File: config.mk
export PLATFORM = sky130hd
export DESIGN_NAME = fifo_stream_reader
export DESIGN_NICKNAME = d
export VERILOG_FILES = /design/src/rtl/fifo_stream_pkg.sv /design/src/rtl/stream_buf2.sv /design/src/rtl/fifo_stream_reader.sv
export SDC_FILE = /design/constraint.sdc
export NUM_CORES = 1
export LEC_CHECK = 0
export CAP_MARGIN = 20
export CELL_PAD_IN_SITES_DETAIL_PLACEMENT = 1
export CELL_PAD_IN_SITES_GLOBAL_PLACEMENT = 1
export CORE_UTILIZATION = 35
export CTS_CLUSTER_SIZE = 25
export DETAILED_ROUTE_END_ITERATION = 8
export PLACE_DENSITY_LB_ADDON = 0.12
export SYNTH_ARGS = -nofsm -noshare
export SYNTH_HDL_FRONTEND = slang
export SYNTH_SLANG_ARGS = --single-unit
File: constraint.sdc
create_clock -name clk -period 2.08 [get_ports clk]
set_input_delay 0.416 -clock clk [delete_from_list [all_inputs] [get_ports clk]]
set_output_delay 0.416 -clock clk [all_outputs]
set_load 0.005 [all_outputs]
File: src/rtl/fifo_stream_pkg.sv
// rtl/fifo_stream_pkg.sv - shared types and width helpers for the FIFO drain stage
// Contents: WORDS_SENT_W, occ_t (buffer occupancy 0..2), beat_w() beat-counter width.
package fifo_stream_pkg;

  localparam int WORDS_SENT_W = 16;

  typedef logic [1:0] occ_t;

  // Width of a counter that spans 0..burst_len-1; never narrower than one bit.
  function automatic int beat_w(input int burst_len);
    return (burst_len > 1) ? $clog2(burst_len) : 1;
  endfunction

endpackage

File: src/rtl/stream_buf2.sv
// rtl/stream_buf2.sv - two-entry in-order register buffer
// Ports: clk, reset (async, active-high), push_i/push_data_i write the tail,
//        pop_i removes the head, head_o is the oldest word, occ_o is 0..2 entries.
module stream_buf2
  import fifo_stream_pkg::*;
#(
  parameter int WIDTH = 8
) (
  input  logic             clk,
  input  logic             reset,
  input  logic             push_i,
  input  logic [WIDTH-1:0] push_data_i,
  input  logic             pop_i,
  output logic [WIDTH-1:0] head_o,
  output occ_t             occ_o
);

  logic [WIDTH-1:0] head_q, head_d;
  logic [WIDTH-1:0] tail_q, tail_d;
  occ_t             occ_q, occ_d;

  // The caller never pops an empty buffer nor pushes a full one without a pop.
  always_comb begin
    head_d = head_q;
    tail_d = tail_q;
    occ_d  = occ_q;
    case ({push_i, pop_i})
      2'b10: begin
        if (occ_q == 2'd0) head_d = push_data_i;
        else               tail_d = push_data_i;
        occ_d = occ_q + 2'd1;
      end
      2'b01: begin
        head_d = tail_q;
        occ_d  = occ_q - 2'd1;
      end
      2'b11: begin
        // Head leaves and the new word lands behind whatever remains.
        if (occ_q == 2'd1) begin
          head_d = push_data_i;
        end else begin
          head_d = tail_q;
          tail_d = push_data_i;
        end
      end
      default: ;
    endcase
  end

  always_ff @(posedge clk or posedge reset) begin
    if (reset) begin
      head_q <= '0;
      tail_q <= '0;
      occ_q  <= 2'd0;
    end else begin
      head_q <= head_d;
      tail_q <= tail_d;
      occ_q  <= occ_d;
    end
  end

  assign head_o = head_q;
  assign occ_o  = occ_q;

endmodule

File: src/rtl/fifo_stream_reader.sv
// rtl/fifo_stream_reader.sv - drains a synchronous FIFO onto a valid/ready burst stream
// Ports: clk, reset (async, active-high), enable gates new reads; FIFO side fifo_empty,
//        fifo_rd, fifo_rdata (one-cycle read latency); stream side m_valid, m_ready,
//        m_data, m_last (last beat of each BURST_LEN burst); words_sent handshake count.
module fifo_stream_reader
  import fifo_stream_pkg::*;
#(
  parameter int WIDTH     = 8,
  parameter int BURST_LEN = 4
) (
  input  logic                    clk,
  input  logic                    reset,
  input  logic                    enable,
  input  logic                    fifo_empty,
  output logic                    fifo_rd,
  input  logic [WIDTH-1:0]        fifo_rdata,
  output logic                    m_valid,
  input  logic                    m_ready,
  output logic [WIDTH-1:0]        m_data,
  output logic                    m_last,
  output logic [WORDS_SENT_W-1:0] words_sent
);

  localparam int                BEAT_W   = beat_w(BURST_LEN);
  localparam logic [BEAT_W-1:0] BEAT_MAX = BEAT_W'(BURST_LEN - 1);

  occ_t                    occ;
  occ_t                    occ_sum;
  logic                    inflight_q;
  logic                    pop;
  logic [BEAT_W-1:0]       beat_q, beat_d;
  logic [WORDS_SENT_W-1:0] words_sent_q, words_sent_d;

  stream_buf2 #(.WIDTH(WIDTH)) u_buf (
    .clk         (clk),
    .reset       (reset),
    .push_i      (inflight_q),
    .push_data_i (fifo_rdata),
    .pop_i       (pop),
    .head_o      (m_data),
    .occ_o       (occ)
  );

  assign m_valid = (occ != 2'd0);
  assign pop     = m_valid & m_ready;
  assign occ_sum = occ + occ_t'(inflight_q);

  // A pop this cycle frees a slot, so reading with two words committed is still
  // safe; this is what keeps one word per cycle flowing under steady m_ready.
  assign fifo_rd = enable & ~fifo_empty & ((occ_sum < 2'd2) | pop);

  assign m_last     = (beat_q == BEAT_MAX);
  assign words_sent = words_sent_q;

  always_comb begin
    beat_d       = beat_q;
    words_sent_d = words_sent_q;
    if (pop) begin
      beat_d       = m_last ? '0 : beat_q + BEAT_W'(1);
      words_sent_d = words_sent_q + WORDS_SENT_W'(1);
    end
  end

  always_ff @(posedge clk or posedge reset) begin
    if (reset) begin
      inflight_q   <= 1'b0;
      beat_q       <= '0;
      words_sent_q <= '0;
    end else begin
      inflight_q   <= fifo_rd;
      beat_q       <= beat_d;
      words_sent_q <= words_sent_d;
    end
  end

endmodule

* Yosys cells after proc, flatten, opt, wreduce, memory -nomap -nowiden
Index checks and enable logic that the tools add are counted.
Operators by class: $add $sub $neg 5, magnitude comparators 1, equality and inequality tests 8, mux-type cells 8, bitwise logic cells 5, reductions and logical operators 7
Operators with widths (number):
- $mux W8 | 4
- $pmux W8 S3 | 1
- $add A16 B1 Y16 const B | 1
- $pmux W8 S2 | 1
- $eq A2 B2 Y1 const B | 3
- $reduce_bool A2 Y1 | 3
- $add A2 B1 Y2 const B | 2
- $eq A2 B1 Y1 const B | 2
- $ne A2 B2 Y1 const B | 2
- $pmux W2 S2 | 1
- $and A1 B1 Y1 | 3
- $reduce_and A3 Y1 | 1
- $reduce_bool A3 Y1 | 1
- $add A2 B1 Y2 | 1
- $logic_not A2 Y1 | 1
- $lt A2 B2 Y1 const B | 1
- $mux W2 | 1
- $ne A2 B1 Y1 const B | 1
- $reduce_and A2 Y1 | 1
- $sub A2 B1 Y2 const B | 1
- $not A1 Y1 | 1
- $or A1 B1 Y1 | 1
Storage, ports and cells: register bits 37, bits of input ports 13

* Logic depth before layout (Yosys ltp)
depth after elaboration 5, depth in mapped cells 9

* Cells and area by module
A second synthesis with hierarchy kept.
Second synthesis, totals: cell total of the unflattened synthesis 160, area total of the unflattened synthesis 1844.3 um^2
Modules (own cells, without submodules):
- stream_buf2 | instances 1, cells each 87, area an instance 954.7 um^2, seq. area each 450.4 um^2
- fifo_stream_reader | instances 1, cells each 73, area an instance 889.6 um^2, seq. area each 475.5 um^2

* Worst setup path after synthesis
OpenSTA, ideal clock, no wires.
kind flip-flop to flip-flop, start register u_buf.occ_q[0], in the netlist u_buf.occ_o[0], end register u_buf.tail_q[0], setup time 0.125 ns, data arrival time 1.846 ns, data required time 1.955 ns, slack 0.109 ns, cell stages (with the launch flop) 9, path buffers 1, period minus slack after synthesis 1.971 ns, cells stage by stage dfrtp_1 -> inv_1 -> ha_1 -> nor2b_2 -> buf_6 -> inv_6 -> ha_1 -> o211ai_2 -> mux2_2
Between the ends: longest elaborated chain between the ends 5
RTL lines:
- start, declared | RTL line stream_buf2.sv:20 | occ_t occ_q, occ_d;
- start signal, assigned | RTL line stream_buf2.sv:54 | occ_q <= 2'd0;
- start signal, assigned | RTL line stream_buf2.sv:58 | occ_q <= occ_d;
- $reduce_bool A2 Y1 | RTL line fifo_stream_reader.sv:44 | assign m_valid = (occ != 2'd0);
- $and A1 B1 Y1 | RTL line fifo_stream_reader.sv:45 | assign pop = m_valid & m_ready;
- $eq A2 B2 Y1 | RTL line stream_buf2.sv:27 | case ({push_i, pop_i})
- $ne A2 B2 Y1 (no line) or $reduce_bool A2 Y1 (tied branches)
- $reduce_and A3 Y1 (no line)
- end signal, assigned | RTL line stream_buf2.sv:57 | tail_q <= tail_d;
- end, declared | RTL line stream_buf2.sv:19 | logic [WIDTH-1:0] tail_q, tail_d;
Parallel ways exist; a longest one is shown, timed or not. A chain may end at the register's enable or synchronous reset.

* Worst setup path in the final report
start register u_buf.occ_q[1], in the netlist u_buf.occ_o[1], end register u_buf.tail_q[0]
The elaborated chain is that of the path after synthesis.

==> out/results.txt <==
overall die width: 72.3 um
post-route total power: 0.00322 W
number of iterations in the first detailed-routing pass: 4
Final Hold Viols: 0
Port Buf Inserts: 39
Netlist cell types: 28
FF-to-FF setup slack: 0.05 ns
M2 GR Usage: 0.320
vias: 1,369
multi-input combinational cell area: 855 um2
worst slack at placement: -0.432 ns
vias per cell: 4.85
number of levels in the clock H-tree: 2
Min-Delay Startpoint: words_sent[15]$_DFFE_PP0N_
overall routed net length: 4330 um
number of instances in the synthesized netlist: 152
clock latency of the later-clocked register in the worst-skew pair: 0.28 ns
pin count of the biggest net entering global routing: 38
Fmax: 493 MHz
number of nets with antenna violations after detailed routing: 0
Total Die Area: 0.00523 mm2
Longest Clk Path Bufs: 2
nets@finish: 238
P per Cell Area: 1280 mW/mm2
clock root buffer: clkbuf_8
Die Ht: 72.3 um
count of filler cells inserted in the layout: 529
Worst Hold Path EP: words_sent[15]$_DFFE_PP0N_
Pleak: 1.10 nW
final design instance area without fill: 0.00253 mm2
Worst-Margin Slew: 0.661 ns
antenna violations before repair: 0
effective utilization at floorplan: 0.364
met3 usage: 0.0333
number of placed I/O pins: 40
placeable core area: 0.00475 mm2
maximum fanout along the worst path: 8
endpoint class of the critical path: flip-flop
Routability Congestion: 0.802
area added between synthesis and finish: 45.9%
unrepaired setup endpoints after global routing: false
post-layout min period: 2.03 ns
DRC violations left: 0
worst supply voltage drop on vdd: 627 uV
Post-DP HPWL: 3030 um
number of cell rows: 25
area used by sequential logic in the layout: 926 um2
clock tree from TritonCTS: built
Post-Synthesis Cell Area: 0.00173 mm2
routed length per placed instance: 15.3 um
number of clock sinks: 37
type of the worst setup path: reg2reg
setup TNS: 0 ns
area post-placement: 0.00233 mm2
result of the run: complete, no violations
hold buffer count at cts: 0
Seq/Total Area, Yosys: 0.535
end of the worst register-to-register path: u_buf.tail_q[0]$_DFFE_PP0P_
overall fraction of global-route tracks in use: 0.182
final setup skew: 0.00726 ns
wire length of the first global-routing pass: 7400 um
most crowded layer after global routing: met2
CTS buffer count: 5
post-synthesis register bit count: 37
relative slew slack: 0.559
hold_ws: 0.480 ns
worst reg2reg path depth: 10
share of the cycle needed by the critical path after routing: 0.974
Reg2Reg Launch Point: u_buf.occ_o[1]$_DFFE_PP0P_
clock transition at the registers of the reported paths: 0.07 ns
vias in the first global route: 1,519
Max Transition Viols Final: 0
worst min-delay path category: reg2reg
syn avg cell area: 11.4 um2
number of diodes added for antenna fixing: 0
starting DRC count in detailed routing: 45
GR Overflow Total: 0
data arrival time at the worst-slack endpoint: 2.19 ns
Startpoint Class: flip-flop
GR Layer Usage met1: 0.232
final worst-path setup slack: 0.0532 ns
number of warnings reported in the yosys synthesis log: 0
Synthesized Nets: 174
final count of negative-setup-slack endpoints: 0
share of final-layout standard cells stronger than drive strength 1: 0.260
number of violations of the max-capacitance limit: 0
data required time of the worst path: 2.24 ns
hold path depth: 1
## critical path, cell delays in order (launching register included)
cell and delay, ns:
dfrtp_1 0.39, inv_2 0.08, ha_4 0.15, nor2b_4 0.04, buf_4 0.12, buf_4 0.14, ha_4 0.17, buf_4 0.14
o211ai_4 0.17, buf_12 0.15, mux2_2 0.34
## cell usage after synthesis
library cell | instances | share of area
xnor2_1 | 13 | 0.066
a21oi_1 | 13 | 0.038
nand4_1 | 2 | 0.0072
nand2b_1 | 1 | 0.0036
buf_6 | 1 | 0.0065
and4_1 | 2 | 0.010
xor2_1 | 4 | 0.020
dfrtp_1 | 37 | 0.53
o211ai_2 | 1 | 0.0072
o21ai_2 | 1 | 0.0051
nand4b_1 | 1 | 0.0051
ha_1 | 9 | 0.065
nand2_1 | 16 | 0.035
or2_1 | 1 | 0.0036
a21o_1 | 1 | 0.0043
nor3_1 | 1 | 0.0029
nand3_1 | 5 | 0.014
inv_1 | 6 | 0.013
nor3_4 | 1 | 0.0094
nor2_1 | 11 | 0.024
and3_1 | 1 | 0.0036
buf_2 | 1 | 0.0029
nor2b_2 | 1 | 0.0051
o21ai_0 | 3 | 0.0087
nand4_2 | 1 | 0.0072
a22oi_1 | 8 | 0.035
mux2_2 | 9 | 0.059
inv_6 | 1 | 0.0051
## report_power, final
part	switching [W]	internal (W)
combinational	0.000666	0.000877
sequential	0.000229	0.000996
clock	0.000235	0.000220
## per-layer routing
metal  share of wire  vias up
met4          0.0083        0
li1                -      650
met2            0.53       24
met5               0        -
met1            0.43      689
met3           0.027        6
## cell type report
type                       instances  area share
tap                               67      0.0332
timing repair buffer              59       0.220
inverter                           7      0.0124
sequential                        37       0.367
clock buffer                       5      0.0272
clock inverter                     1     0.00198
multi-input combinational        106       0.338
## cell families (layout without fill, tap and decap cells)
logic type               after synthesis  in the layout  share of synthesized area
adder cells (fa/ha/maj)                9              9                     0.0650
XOR/XNOR                              17             17                     0.0860
flip-flops                            37             37                      0.535
buffers and inverters                  9             72                     0.0275
AO/OA/AOI/OAI                         27             27                     0.0975
AND/OR/NAND/NOR                       44             44                      0.131
multiplexers                           9              9                     0.0585
## layout by cell type, fill, tap and decap left out, types with 3 or more instances in the layout
cell             instances
dfrtp_1                 37
clkdlybuf4s50_1         36
buf_4                   19
nand2_1                 16
xnor2_1                 13
nor2_1                  11
a21oi_1                  9
mux2_2                   9
a22oi_2                  7
ha_1                     7
nand3_1                  5
clkbuf_8                 5
inv_1                    4
xor2_1                   4
a21oi_2                  3
## worst max path at each step
stage | start | to | slack (ns) | cells past startpoint
after floorplan | u_buf.occ_o[0]$_DFFE_PP0P_ | u_buf.tail_q[0]$_DFFE_PP0P_ | 0.11 | 8
after global placement | m_ready | u_buf.head_o[4]$_DFFE_PP0P_ | -0.33 | 9
after detailed placement | m_ready | u_buf.head_o[4]$_DFFE_PP0P_ | -0.43 | 9
after CTS | m_ready | u_buf.tail_q[0]$_DFFE_PP0P_ | 0.006 | 9
after global routing | u_buf.occ_o[1]$_DFFE_PP0P_ | u_buf.tail_q[0]$_DFFE_PP0P_ | 0.001 | 10
final | u_buf.occ_o[1]$_DFFE_PP0P_ | u_buf.tail_q[0]$_DFFE_PP0P_ | 0.05 | 10
## timing repair
item / in CTS / in global routing
endpoints found under the hold margin: 0 / 0
setup endpoints to repair: 10 / 18
setup buffers: 3 / 0
pin swaps: 1 / 2
gates resized for setup: 8 / 16
## registers in the layout, summed over array words and instances, names as in the netlist
register	count
u_buf.head_o	8
beat_q	2
words_sent	16
u_buf.occ_o	2
u_buf.tail_q	8
inflight_q	1
## per-stage QoR
| stage | instances | util |
|---|---|---|
| 3_5_place_dp | 273 | 0.490 |
| 6_report | 282 | 0.531 |
| 2_1_floorplan | 152 | - |
| 4_1_cts | 282 | 0.517 |
| 5_1_grt | 282 | 0.531 |
| 3_3_place_gp | 273 | 0.490 |
No activity file was read; power rests on OpenSTA's default activity.
==> edit 1, RTL diff (config.mk and constraints unchanged) <==
Make the reset (`reset`) synchronous in 2 clocked blocks. Comments in the files are not updated.
--- a/src/rtl/stream_buf2.sv
+++ b/src/rtl/stream_buf2.sv
@@ -49,3 +49,3 @@
 
-  always_ff @(posedge clk or posedge reset) begin
+  always_ff @(posedge clk) begin
     if (reset) begin
--- a/src/rtl/fifo_stream_reader.sv
+++ b/src/rtl/fifo_stream_reader.sv
@@ -63,3 +63,3 @@
 
-  always_ff @(posedge clk or posedge reset) begin
+  always_ff @(posedge clk) begin
     if (reset) begin
Function: differs if reset is asserted again (counterexample within 4 cycles, from zero or initial values and one cycle with reset high); with reset held inactive, the same outputs for 10 cycles.
==> edit 1 against the unedited design <==
- total power down 33%
- routed wire length up 3.6%
- sequential cell count unchanged
- via count up 9.2%
- area after synthesis down 4.0%
- maximum frequency up 2.6%
- setup slack better by 0.052 ns
- cell area down 6.6%
==> edit 1: results (changes against the unedited design) <==
[logic_synthesis]
synthTopCellsByArea = dfxtp_1 45%, nor2_1 7.2%, ha_1 6.8%
synth_compound_area_share_pct = 11.14  ; +1.4 points
ys_dominant_reg_cell = dfxtp_1
synth_fp_nets = 207  ; +19%
syn_area_per_cell_um2 = 8.982  ; -21%

[routing]
drt_iter0_markers = 34  ; -24%
met2_length_mm = 2.344  ; +1.5%
wl_per_cell_um = 15.39  ; +0.36%
wl_met1_mm = 1.936  ; +4.0%

[cells_and_area]
finish.instance_area_um2 = 2360  ; -6.6%
multi_input_area_share_pct = 39.02  ; +5.2 points
multi_input_cells = 134  ; +26%
nNonClkInverters = 6  ; -1

[power]
p_leak_uw = 0.0009057  ; -18%

[setup_path]
ff2ff_setup_slack_ns = 0.15  ; +0.10 ns
rr_worst_depth = 7  ; -3
endpoint = u_buf.tail_q[6]$_SDFFE_PP0P_
cp.arrival_ns = 2.15  ; -0.04 ns

[outcome]
status = completed

[hold_path]
holdCritStartpoint = beat_q[1]$_SDFFE_PP0N_

[placement]
dp_hpwl_mm = 3.296  ; +8.7%
post_dp_cell_area_um2 = 2213  ; -5.0%

[sta]
skew_ns = 0.004548  ; -0.002717 ns

[global_route]
grt_max_degree = 20  ; -47%
track_usage_pct = 19.09  ; +0.85 points
globalRouteMet1Util_pct = 21.64  ; -1.6 points

==> edit 1: stage by stage <==
stage / util, % / hold slack, ns / power, uW / setup TNS [ns]
floorplan: - / 0.4400 / 1226 / 0
global placement: 49.80 / 0.4469 / 1573 / -2.678
detailed placement: 49.80 / 0.4632 / 1611 / -4.411
CTS: 51.91 / 0.4733 / 2138 / 0
global route: 53.10 / 0.4921 / 2294 / -0.04929
finish: 53.10 / 0.4709 / 2156 / 0
==> edit 1: worst min path at each step <==
stage                                   to  depth (start not counted)  slack, ns
floorplan           beat_q[1]$_SDFFE_PP0N_                          2       0.44
global placement    beat_q[1]$_SDFFE_PP0N_                          2       0.45
detailed placement  beat_q[1]$_SDFFE_PP0N_                          2       0.46
CTS                 beat_q[1]$_SDFFE_PP0N_                          2       0.47
global route        beat_q[1]$_SDFFE_PP0N_                          2       0.49
finish              beat_q[1]$_SDFFE_PP0N_                          2       0.47
==> edit 2, RTL diff (same settings) <==
Made on the original files. `WIDTH` is set to 8 in 2 places; all go to 10.
--- a/src/rtl/stream_buf2.sv
+++ b/src/rtl/stream_buf2.sv
@@ -6,3 +6,3 @@
 #(
-  parameter int WIDTH = 8
+  parameter int WIDTH = 10
 ) (
--- a/src/rtl/fifo_stream_reader.sv
+++ b/src/rtl/fifo_stream_reader.sv
@@ -7,3 +7,3 @@
 #(
-  parameter int WIDTH     = 8,
+  parameter int WIDTH     = 10,
   parameter int BURST_LEN = 4
Interface: changed (resized fifo_rdata and m_data); port bits go from 40 to 44. The function was not compared with the original's and may differ.
==> edit 2 against the unedited design <==
- hold slack improved by 0.00066 ns
- area after synthesis rose by 10%
- total power rose by 14%
- setup slack got worse by 0.029 ns
- non-clock buffer count did not move
- routed wire length rose by 1.8%
- sequential cell count rose by 4
- clock power rose by 66%
- global-route usage fell by 1.4 points
- via count rose by 7.7%
- cell area rose by 9.4%
- sequential share of layout area rose by 0.49 points
==> edit 2: results (changes against the unedited design) <==
[cells_and_area]
final.fill_count = 549  ; +3.8%

[global_route]
grt_max_degree = 42  ; +11%
grtUsageMet3_pct = 3.175  ; -0.16 points
track_usage_pct = 16.87  ; -1.4 points
grtUsageMet2_pct = 29.50  ; -2.5 points
grt_pass1_vias = 1505  ; -0.92%

[placement]
gp_congestion = 0.8408  ; +4.8%
numPortBuffers = 43  ; +10%
pre_cts_ws_ns = -0.3383  ; +0.09383 ns

[clocking]
clkLatencyLatePin_ns = 0.30  ; +0.02 ns

[power]
p_leak_uw = 0.001191  ; +7.9%

[setup_path]
rr_endpoint = u_buf.tail_q[4]$_DFFE_PP0P_
cp.arrival_ns = 2.24  ; +0.05 ns
crit_path_start = m_ready
worstSetupPathType = input pin to register

[logic_synthesis]
yosys.area_share.xor_xnor_pct = 7.819  ; -0.78 points
synthAdderAreaFrac_pct = 5.913  ; -0.59 points
ys_top_cells_by_count = 41 x dfrtp_1, 15 x a21oi_1, 15 x nand2_1, 15 x nor2_1, 11 x mux2_2
seq_area_frac_synth_pct = 53.88  ; +0.41 points
synth_fp_nets = 193  ; +11%
synthTopCellsByArea = dfrtp_1 54%, mux2_2 6.5%, ha_1 5.9%
muxShareOfSynthArea_pct = 6.505  ; +0.65 points
synth_cell_types = 27  ; -3.6%

[routing]
vias_per_cell = 4.881  ; +0.54%
drt_iter0_markers = 42  ; -6.7%

[outcome]
status = completed

[edit 2: routing by layer]
layer	vias up	part of all wire [%]
li1	709	-
met2	29	53
met4	0	1.8
met1	729	43
met3	7	2.4
met5	-	0
[edit 2: cell type report]
| cell class | count | share of cell area [%] |
|---|---|---|
| clock buffer | 5 | 2.491 |
| clock inverter | 3 | 2.355 |
| inverter | 8 | 1.268 |
| multi-input combinational | 116 | 32.02 |
| sequential | 41 | 37.14 |
| tap | 70 | 3.170 |
| timing repair buffer | 59 | 21.56 |
[edit 2: logic make-up (layout without fill, tap and decap cells)]
logic type	count (synthesis)	in the layout
simple gates	48	48
flops	41	41
compound gates	31	31
xor+xnor	17	17
buf+inv	12	75
mux	11	11
fa+ha+maj	9	9
[edit 2: worst min path at each step]
| stage | from | end | cells after the start |
|---|---|---|---|
| after CTS | words_sent[15]$_DFFE_PP0N_ | words_sent[15]$_DFFE_PP0N_ | 1 |
| after detailed placement | words_sent[15]$_DFFE_PP0N_ | words_sent[15]$_DFFE_PP0N_ | 1 |
| after floorplan | beat_q[1]$_DFFE_PP0N_ | beat_q[1]$_DFFE_PP0N_ | 2 |
| after global placement | words_sent[15]$_DFFE_PP0N_ | words_sent[15]$_DFFE_PP0N_ | 1 |
| final | words_sent[15]$_DFFE_PP0N_ | words_sent[15]$_DFFE_PP0N_ | 1 |
| after global routing | words_sent[15]$_DFFE_PP0N_ | words_sent[15]$_DFFE_PP0N_ | 1 |
[edit 2: power breakdown]
part           total (uW)  switching, uW  internal [uW]  leakage, uW
registers            1330            226           1100     0.000497
clock network         756            280            477    0.0000681
logic                1590            659            929     0.000626
[edit 2: stage by stage]
step	instance area [um2]	setup TNS [ns]	total power, uW	cells	utilization, %
2_1_floorplan	1904	0	2031	169	-
3_3_place_gp	2515	-4.640	2714	291	48.62
3_5_place_dp	2515	-5.814	2795	291	48.62
4_1_cts	2676	0	3603	300	51.74
5_1_grt	2763	0	3952	302	53.41
6_report	2763	0	3674	302	53.41
[edit 2: repair_timing]
item / 4_1_cts / 5_1_grt
buffers inserted: 1 / 1
cloned: 0 / 1
pin swaps: 0 / 4
gates resized for setup: 8 / 12
setup endpoints to repair: 5 / 18
hold endpoints to repair: 0 / 0
[edit 2: critical path, stage by stage]
cell             delay [ns]
clkdlybuf4s50_1        0.43
nor2b_4                0.16
buf_4                  0.13
ha_2                   0.19
buf_6                  0.14
o211ai_4               0.26
clkbuf_16              0.20
mux2_2                 0.32
